**src/rtl/prn_ref_lfsr.sv**
```systemverilog
// Reference PRBS shift register for the stream checker.
// Ports:
//   clk, rst  : bit clock, asynchronous active-low reset
//   shift_en  : advance the register by one bit
//   load_sel  : 0 = shift in din (seeding), 1 = shift in p_c (free-run)
//   din       : recovered data bit
//   p_c       : predicted next bit from the current register contents
//   zero_c    : register would be all zero after shifting din in
module prn_ref_lfsr #(
  parameter int unsigned LFSR_W = 10,
  parameter int unsigned TAP    = 7
) (
  input  logic clk,
  input  logic rst,
  input  logic shift_en,
  input  logic load_sel,
  input  logic din,
  output logic p_c,
  output logic zero_c
);

  logic [LFSR_W-1:0] s_q;
  logic              nb;

  // Prediction: b[n] = b[n-LFSR_W] ^ b[n-TAP]
  assign p_c = s_q[LFSR_W-1] ^ s_q[TAP-1];

  assign nb = load_sel ? p_c : din;

  // Zero test on the post-shift seed value, used at the end of a fill
  assign zero_c = ({s_q[LFSR_W-2:0], din} == '0);

  // Reference register
  always_ff @(posedge clk or negedge rst) begin
    if (!rst) begin
      s_q <= '0;
    end else if (shift_en) begin
      s_q <= {s_q[LFSR_W-2:0], nb};
    end
  end

endmodule

```
**config.mk**
```make
export PLATFORM = sky130hd
export DESIGN_NAME = prn_ref_lfsr
export DESIGN_NICKNAME = d
export VERILOG_FILES = /design/src/rtl/prn_ref_lfsr.sv
export SDC_FILE = /design/constraint.sdc
export NUM_CORES = 1
export LEC_CHECK = 0
export BUFFER_PORTS_ARGS = -buffer_cell sky130_fd_sc_hd__buf_2
export CAP_MARGIN = 20
export CORE_AREA = 2 2 39 41
export DETAILED_ROUTE_END_ITERATION = 8
export DIE_AREA = 0 0 41 43
export HOLD_SLACK_MARGIN = 0.02
export SLEW_MARGIN = 20
export SYNTH_ARGS = -nofsm -noshare
export SYNTH_HDL_FRONTEND = slang
export SYNTH_SLANG_ARGS = --single-unit
```
**constraint.sdc**
```tcl
create_clock -name clk -period 1.31 [get_ports clk]
set_input_delay 0 -clock clk [delete_from_list [all_inputs] [get_ports clk]]
set_output_delay 0 -clock clk [all_outputs]
set_load 0.05 [all_outputs]
```
# Word level (Yosys, flattened, before mapping)
# Cells that the tools add are included.
# word_totals
reg_bits	10
latch_bits	0
mem_bits_rw	0
romBits	0
input_bits	5
out_inout_bits	2
wordCells	4
n_memories	0
# classes
n_addsub	0
n_mul	0
div	0
magnitude_cmp	0
eq_ne	0
shift	0
muxes	1
bitwise_logic	1
n_reduce_logical	1
# op_table
op	n
logical NOT 10 bit	1
2-to-1 mux 1 bit	1
bitwise XOR 1 bit	1

# Longest topological paths before layout
# Gate-level depths: netlist of run 1.
# logic_depth
ltp_word	2
mapped_depth	3
ltp_nobuf	2

# Least setup slack after synthesis of run 1
# OpenSTA, ideal clock, no wires.
# synth_timing
path_kind	register -> output
from	reg s_q[1]
to	out zero_c
arrival_time_ns	1.824
required_ns	1.310
slack_ns	-0.514
path_stages_with_launch	3
n_path_buf	0
cell_sequence	dfrtp_1 -> or4_4 -> nor4_2
# synth_between
elab_chain_len	1
# synth_rtl
item	line	text
start: declaration	22	logic [LFSR_W-1:0] s_q;
start signal: assignment	38	s_q <= {s_q[LFSR_W-2:0], nb};
logical NOT 10 bit	31	assign zero_c = ({s_q[LFSR_W-2:0], din} == '0);
end: declaration	19	output logic zero_c
# No other way between the ends.

# Worst setup path in the final report of run 1
# layout_timing
from	reg s_q[0]
to	out zero_c
# The elaborated chain is that of the path after synthesis.

==> results of run 1 <==
## through the flow
step                worst slack, ns  instance area, sq um  hold WS (ns)  utilization  setup TNS (ns)
global route                 -0.348                   556         0.116        0.401          -0.348
detailed placement          -0.0774                   514        -0.123        0.372         -0.0774
CTS                          -0.292                   553        0.0987        0.400          -0.292
global placement            -0.0687                   514        -0.136        0.372         -0.0687
finish                       -0.292                   556        0.0999        0.401          -0.292
floorplan                    -0.185                   439        -0.296            -          -0.346
## synth_stat cells
master    n  area (sq um)
a211o_1   1          8.76
mux2_2    9           101
nor4_2    1          12.5
dfrtp_1  10           250
buf_2     1          5.00
xor2_1    1          8.76
nor2b_1   1          6.26
and3b_1   1          8.76
and2_1    1          6.26
or4_4     1          11.3
or4_1     1          7.51
## layer usage
metal,track usage,vias to the layer above
met5,0,-
met4,0.0200,0
met3,0.0785,0
met2,0.172,8
met1,0.129,140
li1,-,129
## worst min-delay path: cells and delay by family
kind                   cells  cell delay (ns)
AO/OA/AOI/OAI              1             0.12
buffers and inverters      1             0.09
AND/OR/NAND/NOR            1             0.12
## path summary, 6_finish.rpt
path | start | to | cells after the start
worst max-delay path | s_q[0]$_DFFE_PN0P_ | zero_c | 3
worst min-delay path | load_sel | s_q[0]$_DFFE_PN0P_ | 3
worst max register to register | s_q[6]$_DFFE_PN0P_ | s_q[0]$_DFFE_PN0P_ | 3
worst min register to register | s_q[9]$_DFFE_PN0P_ | s_q[9]$_DFFE_PN0P_ | 1
max in group asynchronous | rst | s_q[5]$_DFFE_PN0P_ | 2
min in group asynchronous | rst | s_q[8]$_DFFE_PN0P_ | 2
## kinds of logic after synthesis
logic type	count (synthesis)	share of synthesized area
flops	10	0.587
mux	9	0.238
simple gates	6	0.123
compound gates	1	0.0205
xor+xnor	1	0.0205
buf+inv	1	0.0117
## area by class of cell
class / instances / area share
Tap cell: 16 / 0.0360
Timing Repair Buffer: 11 / 0.142
Clock buffer: 3 / 0.0405
Sequential cell: 10 / 0.450
Multi-Input combinational cell: 17 / 0.331
## report_power, final
group          switching (mW)  leakage [nW]  internal, mW  total (mW)
clock network          0.0901        0.0138         0.105       0.195
logic                   0.256         0.124         0.279       0.535
registers               0.115         0.124         0.455       0.570
## what timing repair did
item / in CTS / in global routing
hold endpoints to repair: 10 / 0
pin swaps: 0 / 0
hold buffers: 1 / 0
resized for setup: 2 / 2
setup endpoints to repair: 1 / 2
==> metrics.txt, run 1 <==
Final Critical Period approximately 1.6 ns; post-synthesis sequential area ratio 0.587; critical path's largest stage delay between 0.5 and 0.6 ns; Critical Path RT ~1.3 ns; via count 277; max FFs per register 10; Distinct cells, synth 11; largest net degree at the start of global routing 13; I/O pin cnt 7; layout net count 48; R2R setup slack ~0.24 ns; met3 wire len 57 microns; warnings from Yosys 0; crit start category flop; CTS sink count 10; Final GP Congestion approximately 0.67; TritonCTS Buffers 3; Fin. Hold Viols 0; # DRC 0; Syn Nets 33; core area 0.00138 sq mm; first-pass GRT wire length ~1300 microns; clock buffer depth 2; max-slew violations 0; RSZ-0062 raised after global routing yes; initial core utilization 0.308; Routed Antenna Nets 0; wire per inst between 10 and 15 microns; # H-tree levels 1; antenna diode count 0; cell chain of the critical path or4_4 -> nor4_4 -> buf_6; number of global-route vias before repair just over 300; die area between 0.0015 and 0.002 sq mm; Starting DRT DRC Count 2; status finished with violations; pwr/cell area 2340 mW/mm^2; FILL cells 139; num rows 14; Syn Area/Cell approximately 15 sq um; Top reg by flops s_q; violated checks setup timing; #FFs+latches synth 10; port bufs 6; DR top layer met3; layout cells sized above 1 0.610; CP Capture Type output pin; Worst slew margin 0.837; multi-input gate area in the final layout approximately 180 sq um; Pwr Total approximately 1.3 mW; most frequent cells in the layout dfrtp_1, mux2_2, buf_4; commonest non-fill, non-tap cell in the layout dfrtp_1; crit-path leading delay family simple AND/OR/NAND/NOR gates; Post-CTS Setup Bufs 0; CP max FO 2; CTS tree built; max_cap viols 0; Routed WL 779 microns; WS Path Type flop to output pin; placed cells between 50 and 60; period utilisation layout 1.22; Arr. time, crit path approximately 1.6 ns; Clk Latency, worst-skew pair approximately 0.26 ns; Regs by FF count s_q: 10 flops; Post-Synthesis Cells 28; Worst-path clk slew ~0.06 ns; routed vias/inst between 4 and 5; worst min path class input pin to flop; GRT Residual Overflow 0; Pleak around 0.26 nW; Chip Width between 40 and 50 microns; Die H between 40 and 50 microns; length of routed met2 wiring about 400 microns; area delta synth->final 30.2%; storage element area around 250 sq um; initial antenna violation count 0; worst setup margin -0.292 ns; synthesized cell area 427 sq um; Worst-Margin Slew approximately 0.24 ns; Final Non-Filler Cells between 50 and 60; slowest cell on the critical path or4_4; Buf/Inv on CP 1; clk_skew approximately 0.0053 ns; First-pass DRT Iterations 2; Total GRT Usage 0.113; FMAX 624 MHz; worst vdd ir 0.956 mV; Met1 Routed Length roughly 320 microns; Setup violations, final 1; CTS Root Buffer Type clkbuf_4
(Power assumes the default switching activity.)
==> run 2, diff against run 1 <==
==> config.mk (replaced) <==
export PLATFORM = sky130hd
export DESIGN_NAME = prn_ref_lfsr
export DESIGN_NICKNAME = d
export VERILOG_FILES = /design/src/rtl/prn_ref_lfsr.sv
export SDC_FILE = /design/constraint.sdc
export NUM_CORES = 1
export LEC_CHECK = 0
export BUFFER_PORTS_ARGS = -buffer_cell sky130_fd_sc_hd__buf_4
export CAP_MARGIN = 20
export CORE_UTILIZATION = 30
export DETAILED_ROUTE_END_ITERATION = 8
export HOLD_SLACK_MARGIN = 0.02
export RECOVER_POWER = 25
export SLEW_MARGIN = 20
export SYNTH_ARGS = -nofsm -noshare
export SYNTH_HDL_FRONTEND = slang
export SYNTH_SLANG_ARGS = --single-unit
==> run 2 against run 1 <==
Net effect:
- the run still ends with setup timing left
- core utilization up 2.3 points
- largest power group unchanged
- clock-buffer cell count grew 1
- die area decreased by 11%
- clock skew decreased by 0.0034 ns
- final area increased by 0.68%
- cell count shrank 3.5%
- global-route usage grew 0.99 points
- first-iteration DRC count down 50%
- flip-flop and latch count unchanged
- power grew 2.5%
- sequential share of layout area fell by 0.30 points
- via count fell by 4.7%
==> metrics.txt, run 2 (same netlist as run 1, synthesis figures left out) <==
status finished with violations; violated checks setup timing; storage element area 250 sq um (unchanged); worst vdd ir 0.820 mV (-14%); CP max FO 2 (unchanged); crit-path leading delay family simple AND/OR/NAND/NOR gates; max_cap viols 0 (unchanged); period utilisation layout 1.22 (-0.00421); layout net count 46 (-4.2%); num rows 13 (-1); Regs by FF count s_q: 10 flops; clk_skew 0.00195 ns (-0.00340 ns); Die H 39.7 microns (-7.7%); WS Path Type flop to output pin; antenna diode count 0 (unchanged); cell chain of the critical path or4_4 -> nor4_4 -> buf_6; routed vias/inst 4.80 (-1.2%); core area 0.00132 sq mm (-4.8%); placed cells 49 (-7.5%); initial antenna violation count 0 (unchanged); worst setup margin -0.286 ns (+0.00551 ns); number of global-route vias before repair 273 (-11%); Pleak 0.259 nW (-1.1%); Arr. time, crit path 1.60 ns (about the same); critical path's largest stage delay 0.52 ns (about the same); FILL cells 127 (-8.6%); RSZ-0062 raised after global routing yes; largest net degree at the start of global routing 13 (unchanged); initial core utilization 0.324 (+0.0155); # DRC 0 (unchanged); TritonCTS Buffers 3 (unchanged); Worst-path clk slew 0.06 ns (about the same); layout cells sized above 1 0.575 (-0.0348); wire per inst 13.9 microns (+1.8%); First-pass DRT Iterations 2 (unchanged); Critical Path RT 1.31 ns (about the same); Total GRT Usage 0.123 (+0.00994); Pwr Total 1.33 mW (+2.5%); multi-input gate area in the final layout 184 sq um (unchanged); Critical Path Stages 3 (unchanged); first-pass GRT wire length 1190 microns (-7.6%); Chip Width 39.7 microns (-3.1%); Hold Path Depth 3 (unchanged); Starting DRT DRC Count 1 (-1); pwr/cell area 2380 mW/mm^2 (+1.8%); reg-to-reg startpoint s_q[6]$_DFFE_PN0P_; Routed Antenna Nets 0 (unchanged); slowest cell on the critical path or4_4; GRT Residual Overflow 0 (unchanged); # H-tree levels 1 (unchanged); Final GP Congestion 0.708 (+5.5%); worst slack at placement -0.0462 ns (+0.0312 ns); clock buffer depth 2 (unchanged); crit start category flop; area delta synth->final 31.1%; CTS Root Buffer Type clkbuf_4; Top reg by flops s_q; most frequent cells in the layout dfrtp_1, mux2_2, buf_4; Critical Path Start s_q[0]$_DFFE_PN0P_; Buf/Inv on CP 1 (unchanged); I/O pin cnt 7 (unchanged); FMAX 627 MHz (+0.35%); max FFs per register 10 (unchanged); Routed WL 765 microns (-1.8%); DP HPWL 562 microns; R2R depth 3 (unchanged); CTS sink count 10 (unchanged); CTS tree built; Hold Startpoint load_sel; Clk Latency, worst-skew pair 0.26 ns (about the same); commonest non-fill, non-tap cell in the layout dfrtp_1; Worst-Margin Slew 0.531 ns (+0.287 ns); via count 264 (-4.7%); max-slew violations 0 (unchanged); Final Non-Filler Cells 55 (-3.5%); Worst slew margin 0.646 (-0.191); Fin. Hold Viols 0 (unchanged); Setup violations, final 1 (unchanged); Hold Slack 0.0802 ns (-0.0197 ns); Final Critical Period 1.60 ns (-0.00551 ns); die area 0.00158 sq mm (-11%); port bufs 6 (unchanged); CP Capture Type output pin; worst min path class input pin to flop
run 2: final cells by class:
cell class / count / share of cell area
tap: 15 / 0.0336
sequential: 10 / 0.447
clock buffer: 4 / 0.0649
timing repair buffer: 9 / 0.125
multi-input combinational: 17 / 0.329
run 2: path summary, 6_finish.rpt:
path / slack, ns / to
worst max-delay path: -0.29 / zero_c
worst min-delay path: 0.08 / s_q[0]$_DFFE_PN0P_
worst max register to register: 0.26 / s_q[0]$_DFFE_PN0P_
worst min register to register: 0.54 / s_q[4]$_DFFE_PN0P_
max in group asynchronous: 0.74 / s_q[3]$_DFFE_PN0P_
min in group asynchronous: 0.22 / s_q[0]$_DFFE_PN0P_
run 2: per-layer routing:
| metal | wire length, microns | global-route usage |
|---|---|---|
| met5 | 0 | 0 |
| met4 | 7 | 0.103 |
| met3 | 35 | 0.0170 |
| met2 | 392 | 0.189 |
| met1 | 330 | 0.150 |
run 2: report_power, final:
part	leakage [nW]	internal, mW	switching (mW)
logic	0.114	0.247	0.239
registers	0.124	0.455	0.120
clock network	0.0210	0.169	0.103
total	0.259	0.871	0.462
run 2: timing repair:
action                     in CTS  in global routing
setup endpoints to repair       1                  1
resized for setup               1                  0
hold buffers                    1                  0
setup buffers                   1                  0
hold endpoints to repair       10                  0
run 2: tightest hold or removal path, stage by stage:
cell and delay (ns):
buf_4 0.08, and2_1 0.11, a211o_1 0.12
run 2: per-stage QoR:
stage,utilization,setup TNS [ns],area (sq um)
after floorplan,-,-0.346,439
after global placement,0.384,-0.0440,505
after detailed placement,0.384,-0.0462,505
after CTS,0.427,-0.308,563
after global routing,0.425,-0.372,559
final,0.425,-0.286,559
